$ cat src/rtl/result_serializer.sv
// result_serializer: LSB-first parallel-to-serial output stage with a one-entry holding buffer.
// Define PARITY_EN to append an even-parity bit to every frame (frame length WIDTH+1).
module result_serializer #(
    parameter int WIDTH      = 32,
    parameter int GAP_CYCLES = 1
) (
    input  logic             clk_in,
    input  logic             rst_n_in,
    input  logic [WIDTH-1:0] data_in,
    input  logic             data_valid_in,
    output logic             data_rdy_out,
    output logic             serial_out,
    output logic             frame_out,
    output logic             done_out,
    output logic             busy_out
);
    localparam int CW = $clog2(WIDTH);
    localparam int GW = $clog2(GAP_CYCLES + 1);

    typedef enum logic [1:0] {IDLE, SHIFT, GAP, PARITY} state_t;

    state_t           state_q, state_d;
    logic [WIDTH-1:0] hold_q, hold_d;
    logic             hold_full_q, hold_full_d;
    logic [WIDTH-1:0] shift_q, shift_d;
    logic [CW-1:0]    cnt_q, cnt_d;
    logic [GW-1:0]    gap_q, gap_d;
    logic             last_bit;

    assign last_bit = cnt_q == CW'(WIDTH - 1);

    always_ff @(posedge clk_in or negedge rst_n_in) begin
        if (!rst_n_in) begin
            state_q     <= IDLE;
            hold_q      <= '0;
            hold_full_q <= 1'b0;
            shift_q     <= '0;
            cnt_q       <= '0;
            gap_q       <= '0;
        end else begin
            state_q     <= state_d;
            hold_q      <= hold_d;
            hold_full_q <= hold_full_d;
            shift_q     <= shift_d;
            cnt_q       <= cnt_d;
            gap_q       <= gap_d;
        end
    end

    always_comb begin
        state_d     = state_q;
        hold_d      = hold_q;
        hold_full_d = hold_full_q;
        shift_d     = shift_q;
        cnt_d       = cnt_q;
        gap_d       = gap_q;
        if (data_valid_in && !hold_full_q) begin
            hold_d      = data_in;
            hold_full_d = 1'b1;
        end
        case (state_q)
            IDLE: if (hold_full_q) begin
                shift_d     = hold_q;
                hold_full_d = 1'b0;
                cnt_d       = '0;
                state_d     = SHIFT;
            end
            SHIFT: begin
                shift_d = shift_q >> 1;
                cnt_d   = cnt_q + CW'(1);
                if (last_bit) begin
                    cnt_d = '0;
                    gap_d = GW'(GAP_CYCLES - 1);
`ifdef PARITY_EN
                    state_d = PARITY;
`else
                    state_d = GAP;
`endif
                end
            end
            PARITY: state_d = GAP;
            GAP: begin
                if (gap_q == '0) state_d = IDLE;
                else gap_d = gap_q - GW'(1);
            end
            default: state_d = IDLE;
        endcase
    end

`ifdef PARITY_EN
    // Parity is captured when the word leaves the hold, since the shifter is consumed bit by bit.
    logic par_q;
    always_ff @(posedge clk_in or negedge rst_n_in) begin
        if (!rst_n_in) par_q <= 1'b0;
        else if (state_q == IDLE && hold_full_q) par_q <= ^hold_q;
    end
    assign serial_out = (state_q == SHIFT) ? shift_q[0] : (state_q == PARITY) ? par_q : 1'b0;
    assign done_out   = state_q == PARITY;
`else
    assign serial_out = (state_q == SHIFT) ? shift_q[0] : 1'b0;
    assign done_out   = (state_q == SHIFT) && last_bit;
`endif

    assign frame_out    = (state_q == SHIFT) || (state_q == PARITY);
    assign data_rdy_out = !hold_full_q;
    assign busy_out     = (state_q != IDLE) || hold_full_q;
endmodule
$ cat config.mk
export PLATFORM = sky130hd
export DESIGN_NAME = result_serializer
export DESIGN_NICKNAME = d
export VERILOG_FILES = /design/src/rtl/result_serializer.sv
export SDC_FILE = /design/constraint.sdc
export NUM_CORES = 1
export LEC_CHECK = 0
export ABC_AREA = 1
export CORE_UTILIZATION = 50
export DETAILED_ROUTE_END_ITERATION = 8
export PLACE_DENSITY = 0.76
export SYNTH_ARGS = -nofsm -noshare
export SYNTH_HDL_FRONTEND = slang
export SYNTH_SLANG_ARGS = --single-unit
$ cat constraint.sdc
create_clock -name clk_in -period 4.8 [get_ports clk_in]
set_clock_uncertainty 0.2 [all_clocks]
set_input_delay 1.2 -clock clk_in [delete_from_list [all_inputs] [get_ports clk_in]]
set_output_delay 1.2 -clock clk_in [all_outputs]
set_load 0.01 [all_outputs]
; ---- Word level (Yosys, flattened, before mapping)
; Index checks and enable logic that the tools add are counted.
[totals]
ff_bits = 73
input_bits = 35
output_inout_bits = 5
elab_cells = 43
[op_classes]
add_sub_neg = 2
n_eq_ne = 7
n_mux = 16
reduce_logical = 12
[op_table]
columns = operator, count
row1 = $pmux W32 S2, 1
row2 = $mux W32, 1
row3 = $mux W5, 2
row4 = $pmux W5 S2, 1
row5 = $pmux W2 S4, 1
row6 = $mux W1, 6
row7 = $mux W2, 3
row8 = $ne A2 B2 Y1 const B, 3
row9 = $reduce_bool A2 Y1, 3
row10 = $add A5 B1 Y5 const B, 1
row11 = $eq A5 B5 Y1 const B, 1
row12 = $eq A2 B2 Y1 const B, 2
row13 = $reduce_and A2 Y1, 2
row14 = $reduce_and A3 Y1, 1
row15 = $eq A2 B1 Y1 const B, 1
row16 = $logic_and A1 B1 Y1, 2
row17 = $logic_not A2 Y1, 1
row18 = $logic_or A1 B1 Y1, 2
row19 = $pmux W1 S2, 1
row20 = $logic_not A1 Y1, 1
row21 = $sub A1 B1 Y1 const B, 1

; ---- Depth between registers and ports, before layout
; Gate-level depths: netlist of the first run.
[depth]
depth_word = 5
depth_mapped = 9
ltp_nobuf = 9

; ---- Worst setup path after synthesis of the first run
; OpenSTA, ideal clock, no wires.
[synth_timing]
kind = flip-flop to output port
startpoint = reg cnt_q[0]
endpoint = out done_out
arrival_ps = 1052
required_time_ps = 3400
slack_ps = 2348
stages_incl_launch_ff = 7
n_path_buf = 0
cell_sequence = dfrtp_1 > ha_1 > nand2_1 > nor2_1 > ha_1 > inv_1 > nor2_1
[synth_via]
elab_chain_cells = 2
[synth_lines]
columns = item, line
row1 = "start, declared", 26  ; logic [CW-1:0] cnt_q, cnt_d;
row2 = "start signal, assigned", 45  ; cnt_q <= cnt_d;
row3 = $eq A5 B5 Y1, 30  ; assign last_bit = cnt_q == CW'(WIDTH - 1);
row4 = $logic_and A1 B1 Y1, 101  ; assign done_out = (state_q == SHIFT) && last_bit;
row5 = "end, declared", 14  ; output logic done_out,
; Every way passes these cells.

; ---- Worst setup path after layout of the first run
; Ends and elaborated chain as after synthesis.

==> results of run 1 <==
-- metal layers --
| metal | track usage, % | vias up |
|---|---|---|
| met3 | 4.18 | 10 |
| met2 | 32.2 | 36 |
| met1 | 24.7 | 1096 |
| met4 | 10.5 | 0 |
| met5 | 0 | - |
| li1 | - | 1193 |
-- final cells by class --
type,count,area [µm²]
Fill cell,537,2290
Inverter,42,158
Sequential cell,72,1800
Multi-Input combinational cell,225,1110
Timing Repair Buffer,41,400
Clock buffer,14,173
Tap cell,75,93.8
Clock inverter,2,60.1
-- cell usage after synthesis, types with 2 or more instances --
library cell / instances
sky130_fd_sc_hd__nand3_1: 2
sky130_fd_sc_hd__o21ai_0: 15
sky130_fd_sc_hd__nand2_4: 2
sky130_fd_sc_hd__inv_1: 38
sky130_fd_sc_hd__nor2_1: 54
sky130_fd_sc_hd__ha_1: 2
sky130_fd_sc_hd__dfrtp_1: 72
sky130_fd_sc_hd__o21ai_2: 9
sky130_fd_sc_hd__buf_2: 8
sky130_fd_sc_hd__a21oi_2: 18
sky130_fd_sc_hd__nand2_1: 65
sky130_fd_sc_hd__inv_2: 4
sky130_fd_sc_hd__buf_4: 3
sky130_fd_sc_hd__o21ai_1: 23
sky130_fd_sc_hd__a21oi_1: 31
sky130_fd_sc_hd__buf_6: 7
-- flip-flops by register name, indices dropped and copies added, names as in the netlist --
name and flops:
hold_full_q 1, hold_q 32, shift_q 32, cnt_q 5, state_q 2
-- worst min-delay path by stage --
| stage | depth (start not counted) | slack, ns | start | to |
|---|---|---|---|---|
| final | 2 | 0.28 | shift_q[9] | shift_q[9] |
| after global routing | 2 | 0.30 | shift_q[30] | shift_q[30] |
| after CTS | 2 | 0.29 | shift_q[9] | shift_q[9] |
| after detailed placement | 2 | 0.27 | shift_q[6] | shift_q[6] |
| after global placement | 2 | 0.27 | shift_q[30] | shift_q[30] |
| after floorplan | 2 | 0.25 | cnt_q[4] | cnt_q[4] |
-- critical path, cell delays in order, from the launching register on --
cell and delay (ns):
sky130_fd_sc_hd__dfrtp_1 0.38, sky130_fd_sc_hd__ha_1 0.18, sky130_fd_sc_hd__nand2_1 0.07, sky130_fd_sc_hd__nor2_1 0.11, sky130_fd_sc_hd__ha_1 0.20, sky130_fd_sc_hd__inv_1 0.07, sky130_fd_sc_hd__nor2_1 0.13, sky130_fd_sc_hd__clkdlybuf4s50_1 0.57
-- power groups by stage --
stage / logic [W] / clock network (W) / registers, W
global route: 0.000973 / 0.000587 / 0.00108
floorplan: 0.000740 / 0 / 0.00102
detailed placement: 0.000856 / 0 / 0.00105
global placement: 0.000823 / 0 / 0.00105
CTS: 0.000862 / 0.000564 / 0.00105
finish: 0.000846 / 0.000555 / 0.00105
-- cell families after synthesis --
logic type	count (synthesis)	synth area share, %
flip-flops	72	55.6
buffers and inverters	63	10.1
adder cells (fa/ha/maj)	2	0.772
AND/OR/NAND/NOR	125	15.2
AO/OA/AOI/OAI	98	18.4
-- per-stage QoR --
| stage | setup slack, ns | total power, W |
|---|---|---|
| floorplan | 2.35 | 0.00176 |
| CTS | 1.32 | 0.00247 |
| global route | 1.22 | 0.00264 |
| detailed placement | 1.67 | 0.00191 |
| global placement | 1.72 | 0.00187 |
| finish | 1.36 | 0.00245 |
==> summary by stage, run 1 <==
Status
The run finished with clean final reports.

Layout
The number of nets in the final layout is 428. The commonest non-fill, non-tap cell in the layout is sky130_fd_sc_hd__dfrtp_1. The antenna cell count is 0. The count of cells in the finished layout, fillers not included, comes to 471. The library cells used most frequently in the layout, excluding fill and tap cells, are sky130_fd_sc_hd__dfrtp_1 (72), sky130_fd_sc_hd__nand2_1 (64), sky130_fd_sc_hd__nor2_1 (54). Of the cells placed in the final design, the portion with a size suffix greater than 1 is 13.1%. The final instance area is 0.00380 mm². Compared with the post-synthesis result, the final layout area differs by 17.3%.

Cells fill 62.4% of the core in the end.

Clocking
Once the clock tree was built, the setup fixing pass inserted 0 buffers. Buffers inserted during clock tree synthesis total 9. The worst-skew pair later-pin latency is 0.34 ns.

The number of buffers between clock root and the deepest sink is 2. The post-cts sizing count is 0. For this design, the CTS-stage hold fixing added 0 buffers. For this design, the sink count on the clock tree is 72. The CTS tree is yes. The root buffer cell chosen for the clock tree is sky130_fd_sc_hd__clkbuf_8. The level count of the clock H-tree is 3. The clock slew at the register clock pins of the worst setup and hold paths is 0.07 ns.

Worst setup path
Tracing the worst setup path back leads to its startpoint at cnt_q[0]. The number of cells on the worst reg-to-reg path is 6. The worst setup path is of the reg -> out kind. The startpoint identified for the worst register-to-register timing path is state_q[1]. In this run the critical register-to-register path is captured at cnt_q[0]. Setup slack on the worst reg-to-reg path comes out at 2.73 ns. The nature of the critical path startpoint is a flop. The critical path data arrival time is 2.04 ns. In this run the worst setup path terminates at done_out. The endpoint type of the worst setup path is an output pin. At the worst endpoint, the required time is 3.40 ns. The highest net fanout along the worst path is 4.

Global route
In the global route stage, overall resource usage came out at 19.8%. The first-pass GRT wire length is 9.91 mm. The via count of the first global-routing pass is 2235.

The initial antenna violation count came to 0. Entering global routing, the biggest net connects 50 pins. The total overflow left after global routing is 0.

Die
The area of the core is 0.00610 mm². The initial cell density of the core is 53.2%. The area enclosed by the die boundary is 0.00681 mm². The floorplan step set the die height to 82.5 µm. The initialized floorplan defines 28 standard-cell rows. The horizontal die dimension is 82.5 µm. Pin placement for this block handled 40 I/O pins.

Drt
The number of vias per cell is 4.96. The number of optimization iterations in the first detailed-route pass is 4. The per-cell routed wire length is 12.3 µm.

The top routing layer in use is met4. Detailed routing placed a total of 174 µm of wire on met3. For this block, the routed nets add up to 5.77 mm of wire. The detailed route wirelength on metal2 is 2.72 mm. The detail route stage leaves a number of antenna-violating nets equal to 0.

The initial DRC count is 91. The overall via count from detail_route is 2335. The number of design rule violations left after detail routing is 0. For this block, wires on met1 add up to 2.77 mm.

Worst hold path
The type of the worst min-delay path is reg -> reg.

Synth
The share of the Yosys chip area taken by registers is 55.6%. The count of different cell masters after synthesis is 23. The biggest area contributor in the post-synthesis netlist is sky130_fd_sc_hd__dfrtp_1. The number of nets in the synthesized netlist is 397. The number of synthesis warnings is 0. The count of flip-flops with a built-in enable after synthesis is 0. The share of synthesized flip-flops with an asynchronous set or reset is 100%. Each instance of the synthesized netlist takes up on average 9.01 µm². In the post-synthesis netlist, the biggest area contributors are sky130_fd_sc_hd__dfrtp_1 (56%), sky130_fd_sc_hd__nand2_1 (7.5%), sky130_fd_sc_hd__nor2_1 (6.3%). After synthesis, the largest area contributor takes up 55.6% of total cell area. The cell area that synthesis handed to floorplanning was 0.00324 mm².

In this run, synthesis produced a sequential element count of 72. For this run, the leading register cell type out of synthesis is sky130_fd_sc_hd__dfrtp_1. The synthesized instance count is 360.

Pwr
The switching share of power is 36.4%. Dividing total power by cell area gives a power density of 644 mW/mm². The analysis attributes to cell leakage a power of 1.81 nW. Per report_power, the combinational group accounts for 34.6% of the total. The net load switching power is 0.000890 W.

The internal power of the cells is 0.00156 W. The worst-case IR drop observed on VDD is 0.000318 V. The register share of total power is 42.8%. The clock network accounts for 22.7% of the total power.

Placed design
Detailed placement ended at an HPWL of 3.60 mm. At the end of routability-driven placement, the weighted congestion stood at 0.783. In this run, placement finished with an instance count of 455. The placed instance area is 0.00357 mm². The count of input and output buffers is 39.

Timing
Setup repair after global routing left no endpoint under its margin. Setup violations remaining at the end of the flow were counted as 0. After routing, the total negative slack on setup checks comes to 0 ns. Hold timing on the final database bottoms out at a slack of 0.284 ns.

The portion of the clock cycle consumed by the worst path in the final layout is 71.7%. The hold violation count in the final report is 0. The final-report max-slew violation count is 0. The worst pin sits at a relative slew slack of 44.0%.

The clock period could shrink to 3.44 ns. At the pin with the least slew margin, the transition time is 0.840 ns. The highest clock frequency the design can meet is 290 MHz.

Job
The max-cap check violation count is 0.
Note: power is estimated with default switching activity, not from simulation.
==> inputs of run 2 (changes only) <==
PLACE_DENSITY = 0.79   (was 0.76)
clock period = 3 ns   (was 4.8 ns; I/O delays follow)
==> summary by stage, run 2 (synthesis gave the netlist of run 1 again) <==
Timing
For the pin with the worst max-slew slack, the measured transition is 0.381 ns. The final critical path time including I/O delays and setup is 2.60 ns. The worst slew margin relative to its limit is 74.5%. The portion of the clock cycle consumed by the worst path in the final layout is 86.7%. Derived from the worst setup path, the maximum achievable clock frequency is 384 MHz. The hold violation count in the final report is 0.

Setup repair after global routing left no endpoint under its margin. Setup violations remaining at the end of the flow were counted as 0. The final-report max-slew violation count is 0. Hold is met by 0.211 ns. The setup TNS after final layout is 0 ns.

Drt
The total wirelength of the detailed-routed design is 5.84 mm. In the routed layout, each cell is associated on average with a via count of 5.01. After detailed routing, the number of remaining DRC violations is 0. The initial DRC count is 121. The detailed route wirelength on metal2 is 2.95 mm. The count of nets left with antenna violations once routing finished came out at 0. In the final routed layout, each cell accounts on average for 12.3 µm. The overall via count from detail_route is 2369. The top routing layer in use is met4. Wire segments on met3 add up to 216 µm in the final route. The number of optimization iterations in the first detailed-route pass is 4. The wire length the detailed router placed on met1 is 2.57 mm.

Layout
The fraction of final layout cells with drive strength greater than 1 is 13.8%. The post-synthesis to final-layout area growth is 16.3%. The finished layout holds 473 standard cells, fillers aside.

Cells fill 61.9% of the core in the end. After the last flow step, the layout net total stands at 431. Leaving out fill and tap cells, the most frequent cells in the layout are sky130_fd_sc_hd__dfrtp_1 (72), sky130_fd_sc_hd__nand2_1 (64), sky130_fd_sc_hd__nor2_1 (54). The antenna cell count is 0. The filler cell count in the final layout is 534.

In the final layout, the registers with the most flip-flops are hold_q: 32 flops, shift_q: 32 flops, cnt_q: 5 flops. Leaving out fill and tap cells, the most frequent cell in the layout is sky130_fd_sc_hd__dfrtp_1. The final instance area is 0.00377 mm².

Placed design
The placed instance area is 0.00362 mm². The final weighted congestion in routability-driven placement is 0.762. Port buffering added 39 buffers. The cell count after placement is 458. Detailed placement ended at an HPWL of 3.80 mm.

Worst setup path
The worst setup path is captured at an output pin. The stage delay of the slowest cell on the critical path is 0.55 ns. Traced cell by cell, the critical path runs through inv_2 -> nand2_4 -> nor2_1 -> clkdlybuf4s50_1. The type of the worst setup path is reg -> out.

Together, buffers and inverters on the worst path number 2. Of all nets on the critical path, the largest fanout is 18. STA puts the critical path data required time at 2.05 ns. Counting buffers and inverters, the worst setup path is 4 cells deep. For this design, the slowest cell found on the critical path is sky130_fd_sc_hd__clkdlybuf4s50_1. The nature of the critical path startpoint is a flop. The kind of cell adding the most delay to the critical path is buffers and inverters. The worst register-to-register path has a depth of 6. The critical path data arrival time is 1.65 ns.

Die
The number of core rows is 28. In this run the vertical extent of the chip is 82.5 µm. The core region is 0.00610 mm². The initial cell density of the core is 53.2%.

The area enclosed by the die boundary is 0.00681 mm². The number of top-level design ports is 40. From left edge to right edge, the die measures 82.5 µm.

Clocking
In this run, post-CTS repair resized a total of 0 instances. The number of CTS-inserted buffers is 9. The number of buffers between clock root and the deepest sink is 2.

The buffer type at the clock tree root is sky130_fd_sc_hd__clkbuf_8. The clock drives 72 sinks. The worst-skew pair later-pin latency is 0.34 ns.

The level count of the clock H-tree is 3. The number of buffers added to fix hold violations after cts is 0. Buffers added to address setup during post-CTS repair amount to 0.

The CTS tree is yes. After clock tree synthesis, the clock-pin slew on the worst setup and hold paths is 0.07 ns.

Pwr
In this run the power density over the cells is 980 mW/mm². Summed over all cells, the static leakage comes to 1.83 nW. The peak ir drop on the vdd network is 0.000558 V.

Worst hold path
The type of the worst min-delay path is in -> async.

Job
The tool flagged a number of max-cap violations equal to 0.

Global route
The first-pass GRT wire length is 10.0 mm. Global routing used 20.4% of the available tracks. The initial antenna violation count is 0.

The via count of the first global-routing pass is 2383. The maximum number of pins on one net before global-route repair is 73. The global route total overflow is 0.

Status
The run finished with clean final reports.
-- run 2: per-layer routing --
metal / track usage [%] / vias to the layer above
met4: 8.97 / 0
met2: 36.2 / 38
li1: - / 1205
met3: 6.26 / 6
met1: 22.3 / 1120
met5: 0 / -
-- run 2: final timing paths --
kind                             from           to  slack [ns]
setup / recovery           state_q[1]   serial_out        0.40
hold reg to reg              cnt_q[4]     cnt_q[4]        0.28
max in group asynchronous    rst_n_in  shift_q[19]        2.08
setup reg to reg           state_q[0]     cnt_q[0]        0.94
min in group clk_in          cnt_q[4]     cnt_q[4]        0.28
hold / removal               rst_n_in    hold_q[4]        0.21
-- run 2: through the flow --
step | total power (W) | setup slack [ns]
floorplan | 0.00281 | 0.998
global placement | 0.00302 | 0.475
detailed placement | 0.00310 | 0.457
CTS | 0.00373 | 0.0749
global route | 0.00401 | 0.331
finish | 0.00370 | 0.398
-- run 2: power by group --
group	leakage [nW]	internal, W	switching, W
clock	0.0854	0.000288	0.000336
combinational	0.916	0.000549	0.000847
sequential	0.825	0.00144	0.000239
-- run 2: final cells by class --
type,count,area [µm²],area share (%)
flip-flops and latches,72,1800,47.8
clock inverters,5,25.0,0.664
clock buffers,10,128,3.38
repair buffers,44,450,11.9
inverters,42,158,4.18
well taps,75,93.8,2.49
multi-input cells,225,1110,29.6
==> inputs of run 3 (changes only) <==
ABC_AREA = not set   (was 1)
CORE_UTILIZATION = 49   (was 50)
PLACE_DENSITY = 0.78   (was 0.79)
==> summary by stage, run 3 <==
Drt
The first routing iteration left 131 violations. The number of optimization iterations in the first detailed-route pass is 4. The routed layout has 1941 vias.

The number of design rule violations left after detail routing is 0. The per-cell routed wire length is 14.0 µm. The count of nets left with antenna violations once routing finished came out at 0. The total wirelength of the detailed-routed design is 5.14 mm. The number of vias per cell is 5.27.

Job
The max-cap check violation count is 0.

Synth
The number of nets in the synthesized netlist is 286. Yosys attributes the largest share of cell area to sky130_fd_sc_hd__dfrtp_1 (58%), sky130_fd_sc_hd__mux2_2 (12%), sky130_fd_sc_hd__mux2i_1 (9.7%). Sorting the synthesized cells by how often they occur yields sky130_fd_sc_hd__dfrtp_1 (72), sky130_fd_sc_hd__mux2_2 (33), sky130_fd_sc_hd__nand2_1 (33), sky130_fd_sc_hd__mux2i_1 (30), sky130_fd_sc_hd__o21ai_1 (23). Counting flops and latches in the post-synthesis netlist gives 72.

The share of synthesized flip-flops with an asynchronous set or reset is 100%. The share of Yosys cell area claimed by the top area cell type is 58.0%. The count of different cell masters after synthesis is 28. Among all cell types in the netlist, the one instantiated most often is sky130_fd_sc_hd__dfrtp_1.

For this run, the leading register cell type out of synthesis is sky130_fd_sc_hd__dfrtp_1. The count of flip-flops with a built-in enable after synthesis is 0. Synthesis handed over a netlist of 249 instances.

The post-synthesis cell area is 0.00311 mm². The average footprint of a synthesized cell is 12.5 µm². The biggest area contributor in the post-synthesis netlist is sky130_fd_sc_hd__dfrtp_1. For this run, the number of Yosys warnings is 0.

The portion of the post-synthesis area used by sequential elements is 58.0%.

Die
The number of top-level design ports is 40. The vertical die dimension is 81.6 µm. The area of the core is 0.00603 mm².

The initial utilization of the core area, before any placement, comes to 51.6%. The horizontal die dimension is 81.6 µm. The area enclosed by the die boundary is 0.00667 mm². The number of core rows is 28.

Pwr
The post-route total power is 0.00360 W. The static leakage power is 1.78 nW. The areal power density over the cells is 955 mW/mm².

IR analysis of the VDD net gives a maximum drop of 0.000489 V.

Timing
The worst slew margin relative to its limit is 59.5%. The hold violation count in the final report is 0. Setup repair after global routing left no endpoint under its margin. The highest clock frequency the design can meet is 359 MHz. After layout, the worst path uses 93.0% of the clock period. For the pin with the worst max-slew slack, the measured transition is 0.607 ns. The setup TNS after final layout is 0 ns. The final-report max-slew violation count is 0.

The final setup violation count is 0. The final critical path time including I/O delays and setup is 2.79 ns.

Status
The run finished with clean final reports.

Placed design
The HPWL after detailed placement is 3.48 mm. The final weighted congestion in routability-driven placement is 0.701. The count of input and output buffers is 39.

Clocking
Gates resized during post-CTS repair numbered 2. TritonCTS built the clock tree. The buffer type at the clock tree root is sky130_fd_sc_hd__clkbuf_8.

For the worst-skew pair, the clock arrives at the later sink with an insertion delay of 0.33 ns. In this run the post-CTS setup repair buffer count came out at 0. Clock tree synthesis inserted a total of 9 buffers. The longest clock path from root to sink contains 2 buffers. Clock tree synthesis found a total of 72 sinks. The number of buffers added to fix hold violations after cts is 0. Clock-pin slew was measured on the worst setup and hold paths at 0.07 ns.

The H-tree was split into 3 levels.

Global route
The global route total overflow is 0. The via count of the first global-routing pass is 1975. The maximum number of pins on one net before global-route repair is 44.

The initial antenna violation count came to 0. The first global-routing pass estimated 9.00 mm of wire. The global router's overall resource usage is 18.2%.

Worst setup path
STA puts the critical path data required time at 2.05 ns. The stage delay of the slowest cell on the critical path is 0.39 ns. The worst setup path endpoint is done_out. STA classifies the critical path startpoint as a flop. Broken down by cell family, the worst path's largest delay share belongs to adder cells.

The type of the worst setup path is reg -> out. In this run the critical register-to-register path is launched from state_q[0]. Setup slack on the worst reg-to-reg path comes out at 1.08 ns. Counting buffers and inverters, the worst setup path is 6 cells deep. The critical path buffer and inverter count is 2. Traced cell by cell, the critical path runs through ha_1 -> and3_1 -> ha_2 -> inv_1 -> nor3_1 -> dlygate4sd2_1. The highest net fanout along the worst path is 6. The critical path data arrival time is 1.84 ns. The worst register-to-register path has a depth of 4. The beginning of the critical path is cnt_q[0]. The endpoint identified for the worst register-to-register timing path is shift_q[13]. The worst setup path is captured at an output pin.

The standard cell with the maximum stage delay on the critical path is sky130_fd_sc_hd__dfrtp_1.

Layout
The largest registers in the layout are hold_q: 32 flops, shift_q: 32 flops, cnt_q: 5 flops. The commonest non-fill, non-tap cell in the layout is sky130_fd_sc_hd__dfrtp_1. In the final layout, the multi-input gates occupy 0.00117 mm². For this run, the post-layout net count is 325. In the layout the commonest cells are sky130_fd_sc_hd__dfrtp_1 (72), sky130_fd_sc_hd__clkdlybuf4s50_1 (37), sky130_fd_sc_hd__nand2_1 (33), sky130_fd_sc_hd__mux2_2 (33), sky130_fd_sc_hd__mux2i_1 (30). The filler cell count in the final layout is 465. The fraction of final layout cells with drive strength greater than 1 is 20.1%. The number of antenna diodes in the final layout is 0. Relative to the synthesized area, the layout overhead comes to 21.4%. The register cell area after layout is 0.00180 mm².

Worst hold path
The min-delay analysis places its worst path in the category in -> async.
==> run 3: changes by cell type in the layout (fill, tap and decap cells not counted), sizes merged, moves of 3 or more <==
cell / previous run / this run
a21oi: 49 / 0
a22oi: 0 / 3
bufinv: 0 / 3
clkinv: 5 / 2
inv: 42 / 4
mux2: 0 / 33
mux2i: 0 / 30
nand2: 68 / 33
nor2: 54 / 4
nor2b: 0 / 3
o21ai: 47 / 34
==> run 3: worst min-delay path by stage <==
stage	to	slack, ns	cells past startpoint	startpoint
finish	hold_q[19]	0.23	1	rst_n_in
global route	hold_q[28]	0.25	1	rst_n_in
CTS	hold_q[22]	0.23	1	rst_n_in
detailed placement	shift_q[20]	0.27	2	shift_q[20]
global placement	shift_q[0]	0.26	2	shift_q[0]
floorplan	cnt_q[0]	0.25	0	rst_n_in
==> run 3: cell families (layout without fill, tap and decap cells) <==
logic type / count (synthesis) / after routing / share of synthesized area [%]
fa+ha+maj: 2 / 2 / 0.805
mux: 63 / 63 / 21.6
flops: 72 / 72 / 58.0
compound gates: 44 / 44 / 7.93
buf+inv: 21 / 65 / 4.95
simple gates: 47 / 47 / 6.72
==> run 3: stage by stage <==
step                      utilization (%)  cells  area (µm²)  worst slack (ns)  hold slack [ns]
after CTS                            62.6    368        3770             0.194            0.234
after global routing                 62.6    368        3770            0.0967            0.251
after detailed placement             58.7    352        3540             0.242            0.270
final                                62.6    368        3770             0.211            0.228
after global placement               58.7    352        3540             0.326            0.260
after floorplan                         -    249        3110             0.807            0.247
==> run 3: worst register-to-register path, cell delays in order, from the launching register on <==
cell and delay (ns):
sky130_fd_sc_hd__dfrtp_1 0.53, sky130_fd_sc_hd__nor2b_4 0.22, sky130_fd_sc_hd__buf_4 0.49, sky130_fd_sc_hd__mux2i_1 0.27, sky130_fd_sc_hd__o21ai_1 0.08
==> run 3: power by group <==
part | internal [W] | total (W) | switching [W] | leakage (nW)
clock | 0.000550 | 0.000888 | 0.000338 | 0.116
combinational | 0.000581 | 0.00103 | 0.000446 | 0.788
sequential | 0.00143 | 0.00169 | 0.000259 | 0.878
==> run 3: final cells by class <==
class	instances	share of cell area (%)
timing repair buffer	45	12.0
clock buffer	10	3.38
multi-input combinational	156	31.1
clock inverter	6	2.85
tap	75	2.49
sequential	72	47.7
inverter	4	0.398
==> run 3: layer usage <==
layer	vias to the layer above	wire length, µm	GRT usage (%)
met5	-	0	0
met4	0	82	8.42
met3	7	171	4.00
met2	37	2500	28.7
met1	951	2380	24.2
li1	946	-	-
==> patch 1, RTL diff (settings of run 3) <==
`WIDTH`: 32 -> 64.
--- a/src/rtl/result_serializer.sv
+++ b/src/rtl/result_serializer.sv
@@ -1,7 +1,7 @@
 // result_serializer: LSB-first parallel-to-serial output stage with a one-entry holding buffer.
 // Define PARITY_EN to append an even-parity bit to every frame (frame length WIDTH+1).
 module result_serializer #(
-    parameter int WIDTH      = 32,
+    parameter int WIDTH      = 64,
     parameter int GAP_CYCLES = 1
 ) (
     input  logic             clk_in,
Ports: changed (resized data_in); port bits go from 40 to 72. The function was not compared with the original's and may differ.
==> patch 1 against run 3 <==
Setup slack lost 110 ps; synthesized area up 87%; sequential cell count rose by 65; the flow now finishes with violations (design-rule violations); critical path type unchanged; count of clock-buffer cells in the layout increased by 15; sequential power grew 42%; total power is 31% higher; maximum frequency down 3.8%; routed wire length up 100%; final area rose by 88%; highest routed layer unchanged.
==> patch 1: results <==
set metrics [dict create \
    outcome "complete, but fails checks" \
    violations "design-rule violations" \
    clock_latency_ps 420 \
    synth_adder_area_share_pct 0.215 \
    synth-compound-area-share_pct 7.55 \
    htree_num_levels 4 \
    p_leak_nw 3.42 \
    yosys.area_share.xor_xnor_pct 0.151 \
    vias 3593 \
    root_buffer "clkbuf_16" \
    gp_congestion 0.680 \
    slowest_stage "clkdlybuf4s50_1" \
    grt_pass1_vias 3825 \
    hold_path.class "input port to asynchronous set/reset pin" \
    crit_fanout 8 \
    grt_usage_pct 18.8 \
    cp.arrival_ps 1950 \
    firstDrtPassIters 6 \
    synth.area.mux_share_pct 23.1 \
    startpoint "state_q[1]" \
    max_slew_margin_pct 27.7 \
    layout-drive-gt1-share_pct 18.7 \
    drcViolationCount 4 \
    path_clk_slew_ps 50 \
    grt_max_degree 100 \
    synth_common_cells "dfrtp_1 (137), nand2_1 (71), mux2_2 (64)" \
    pg_comb_w 0.000518 \
    dp_hpwl_um 6500 \
    nNetsFinal 599 \
    cts_buffers 17 \
    fill_cells 928 \
    synth_fp_nets 533 \
    max_stage_delay_ps 560 \
    drt_wl_total_um 10300 \
    p_int_w 0.00366 \
    ir_drop_uv 448 \
    clkPwrFrac_pct 38.1 \
    grt_pass1_wl_um 18100 \
    top_regs "hold_q (64), shift_q (64), cnt_q (6)" \
    drt_iter0_drc 155 \
    yosysSeqAreaShare_pct 58.9 \
    io_buffers 71 \
]
==> patch 1: changes by cell type after synthesis, sizes merged, moves of 4 or more <==
cell           run 3  this run
mux2              33        64
dfrtp             72       137
nand2             33        71
o21ai             34        70
mux2i             30        62
clkbuf             3         7
buf               14        24
==> patch 1: worst paths after layout <==
path | endpoint | slack (ps)
worst min-delay path | hold_q[55] | 60
worst max-delay path | done_out | 100
max in group asynchronous | hold_q[34] | 1860
worst min register to register | shift_q[21] | 280
worst max register to register | shift_q[15] | 640
min in group clk_in | shift_q[21] | 280
==> patch 1: layout make-up <==
cell class	instances	area, um^2	share of cell area, %
Tap cell	143	179	2.52
Sequential cell	137	3430	48.4
Multi-Input combinational cell	296	2170	30.6
Clock inverter	4	20.0	0.282
Clock buffer	25	485	6.85
Timing Repair Buffer	78	802	11.3
Inverter	1	3.75	0.0529
==> patch 1: layer usage <==
metal / GRT usage [%] / up-vias / wire (um)
met5: 0 / - / 0
met4: 5.75 / 0 / 117
met3: 7.27 / 13 / 554
met2: 30.4 / 68 / 5000
met1: 23.4 / 1767 / 4580
li1: - / 1745 / -
==> patch 1: metrics by stage <==
stage          instances  instance area (um^2)  hold WS, ps  power [W]
5_1_grt              684                  7090         72.7    0.00493
4_1_cts              684                  7090         50.0    0.00478
2_1_floorplan        465                  5820          247    0.00270
6_report             684                  7090         57.2    0.00471
3_3_place_gp         655                  6580          262    0.00290
3_5_place_dp         655                  6580          270    0.00296
==> patch 1: cells by family after synthesis <==
kind of cell,count (synthesis)
muxes,126
buffers and inverters,32
adders and majority gates,1
DFF,137
xor gates and xnor gates,1
AOI/OAI and AO/OA,82
and+or+nand+nor,86
==> patch 1: worst reg2reg max path, stage by stage, from the launching register on <==
cell and delay, ps:
dfrtp_1 530, nor2b_4 230, buf_4 850, mux2i_1 310
o21ai_0 110
==> patch 2, RTL diff (config.mk and constraints of run 3) <==
Made on the original files. Encoding of `state_t`: now one-hot (4 bits for 4 states).
--- a/src/rtl/result_serializer.sv
+++ b/src/rtl/result_serializer.sv
@@ -17,7 +17,7 @@
     localparam int CW = $clog2(WIDTH);
     localparam int GW = $clog2(GAP_CYCLES + 1);
 
-    typedef enum logic [1:0] {IDLE, SHIFT, GAP, PARITY} state_t;
+    typedef enum logic [3:0] {IDLE = 4'b0001, SHIFT = 4'b0010, GAP = 4'b0100, PARITY = 4'b1000} state_t;
 
     state_t           state_q, state_d;
     logic [WIDTH-1:0] hold_q, hold_d;
Formal check against the unedited RTL: same outputs for any inputs over 10 cycles, from zero or initial values and one cycle with rst_n_in low; not proved beyond that.
==> patch 2 against run 3 <==
The run now ends with design-rule violations left; register-to-register slack got worse by 440 ps; synthesized area up 10%; setup slack got worse by 59 ps; critical path depth down 3; routed wire length rose by 7.7%; global-route usage down 1.7 points; first-iteration DRC count is 3.1% lower; sequential cell count up 1; final area rose by 10%; sequential power is 5% higher; critical endpoint is now serial_out; highest routed layer unchanged; core utilization down 1.5 points; total power rose by 25%.
==> patch 2: results <==
set metrics [dict create \
    outcome "complete, but fails checks" \
    violations "design-rule violations" \
    use_met1_pct 21.8 \
    gp_congestion 0.763 \
    cp.arrival_ps 1900 \
    post-place-ws_ps 300 \
    drcViolationCount 1 \
    post_synth_num_cell_types 36 \
    dp.cells 349 \
    layout-drive-gt1-share_pct 43.8 \
    crit_fanout 10 \
    worst_pin_slew_ps 896 \
    synth_common_cells "dfrtp_1 (72), mux2_2 (46), mux2_4 (40)" \
    grt_usage_pct 16.5 \
    place_area_mm2 0.00388 \
    wl_per_cell_um 15.0 \
    synthTopCellsByArea "dfrtp_1 (53%), mux2_4 (18%), mux2_2 (15%)" \
    firstDrtPassIters 5 \
    grt_pass1_wl_um 9160 \
    dr_wl_met2_um 2550 \
    slowest_stage "clkdlybuf4s50_1" \
    grt_use_met3_pct 3.46 \
    grt_max_degree 74 \
    crit_family "buffers and inverters" \
    grt_pass1_vias 1953 \
    dp_hpwl_um 3470 \
    syn_inst 221 \
    drt_iter0_drc 127 \
    nNetsFinal 306 \
    ir_drop_uv 467 \
    fin_cells 370 \
    hold_path.class "flip-flop to flip-flop" \
    vias 1889 \
    grtUsageMet2_pct 25.4 \
    p_leak_nw 1.82 \
    max_stage_delay_ps 570 \
    yosysSeqAreaShare_pct 53.3 \
]
[patch 2: cell count changes after synthesis, sizes merged, moves of 3 or more]
| cell | before | now |
|---|---|---|
| o21ai | 34 | 2 |
| nand2 | 33 | 2 |
| mux2 | 33 | 93 |
| nand2b | 0 | 3 |
| a22oi | 3 | 0 |
| mux2i | 30 | 2 |
| a21oi | 0 | 5 |
| buf | 14 | 11 |
[patch 2: final timing paths]
kind | start | depth (start not counted) | slack [ps] | end
max | state_q[0] | 3 | 150 | serial_out
min | cnt_q[3] | 1 | 300 | cnt_q[3]
max reg2reg | cnt_q[1] | 6 | 640 | cnt_q[3]
min reg2reg | cnt_q[3] | 1 | 300 | cnt_q[3]
max in group asynchronous | rst_n_in | 1 | 1640 | state_q[1]
min in group asynchronous | rst_n_in | 1 | 350 | hold_q[21]
[patch 2: repair_timing]
item                                    4_1_cts  5_1_grt
resized for setup                             1        1
cloned                                        1        0
endpoints found under the setup margin        1        1
pin swaps                                     0        1
setup buffers                                 0        4
endpoints found under the hold margin         0        0
[patch 2: cells by family after synthesis]
group / share of synthesized area (%)
AOI/OAI and AO/OA: 3.17
muxes: 35.5
buffers and inverters: 3.98
adders and majority gates: 0.730
and+or+nand+nor: 3.32
DFF: 53.3
[patch 2: power by group]
part           leakage [nW]  internal, W  total [W]  switching [W]
sequential            0.864      0.00149    0.00178       0.000287
clock                 0.115     0.000511   0.000863       0.000352
combinational         0.844      0.00123    0.00187       0.000636
total                  1.82      0.00323    0.00451        0.00128
[patch 2: final cells by class]
class,instances,area [um^2]
clock buffers,11,151
clock inverters,5,77.6
fillers,526,2640
inverters,5,26.3
multi-input cells,131,1470
flip-flops and latches,73,1830
well taps,96,120
repair buffers,48,470
repair inverters,1,6.26
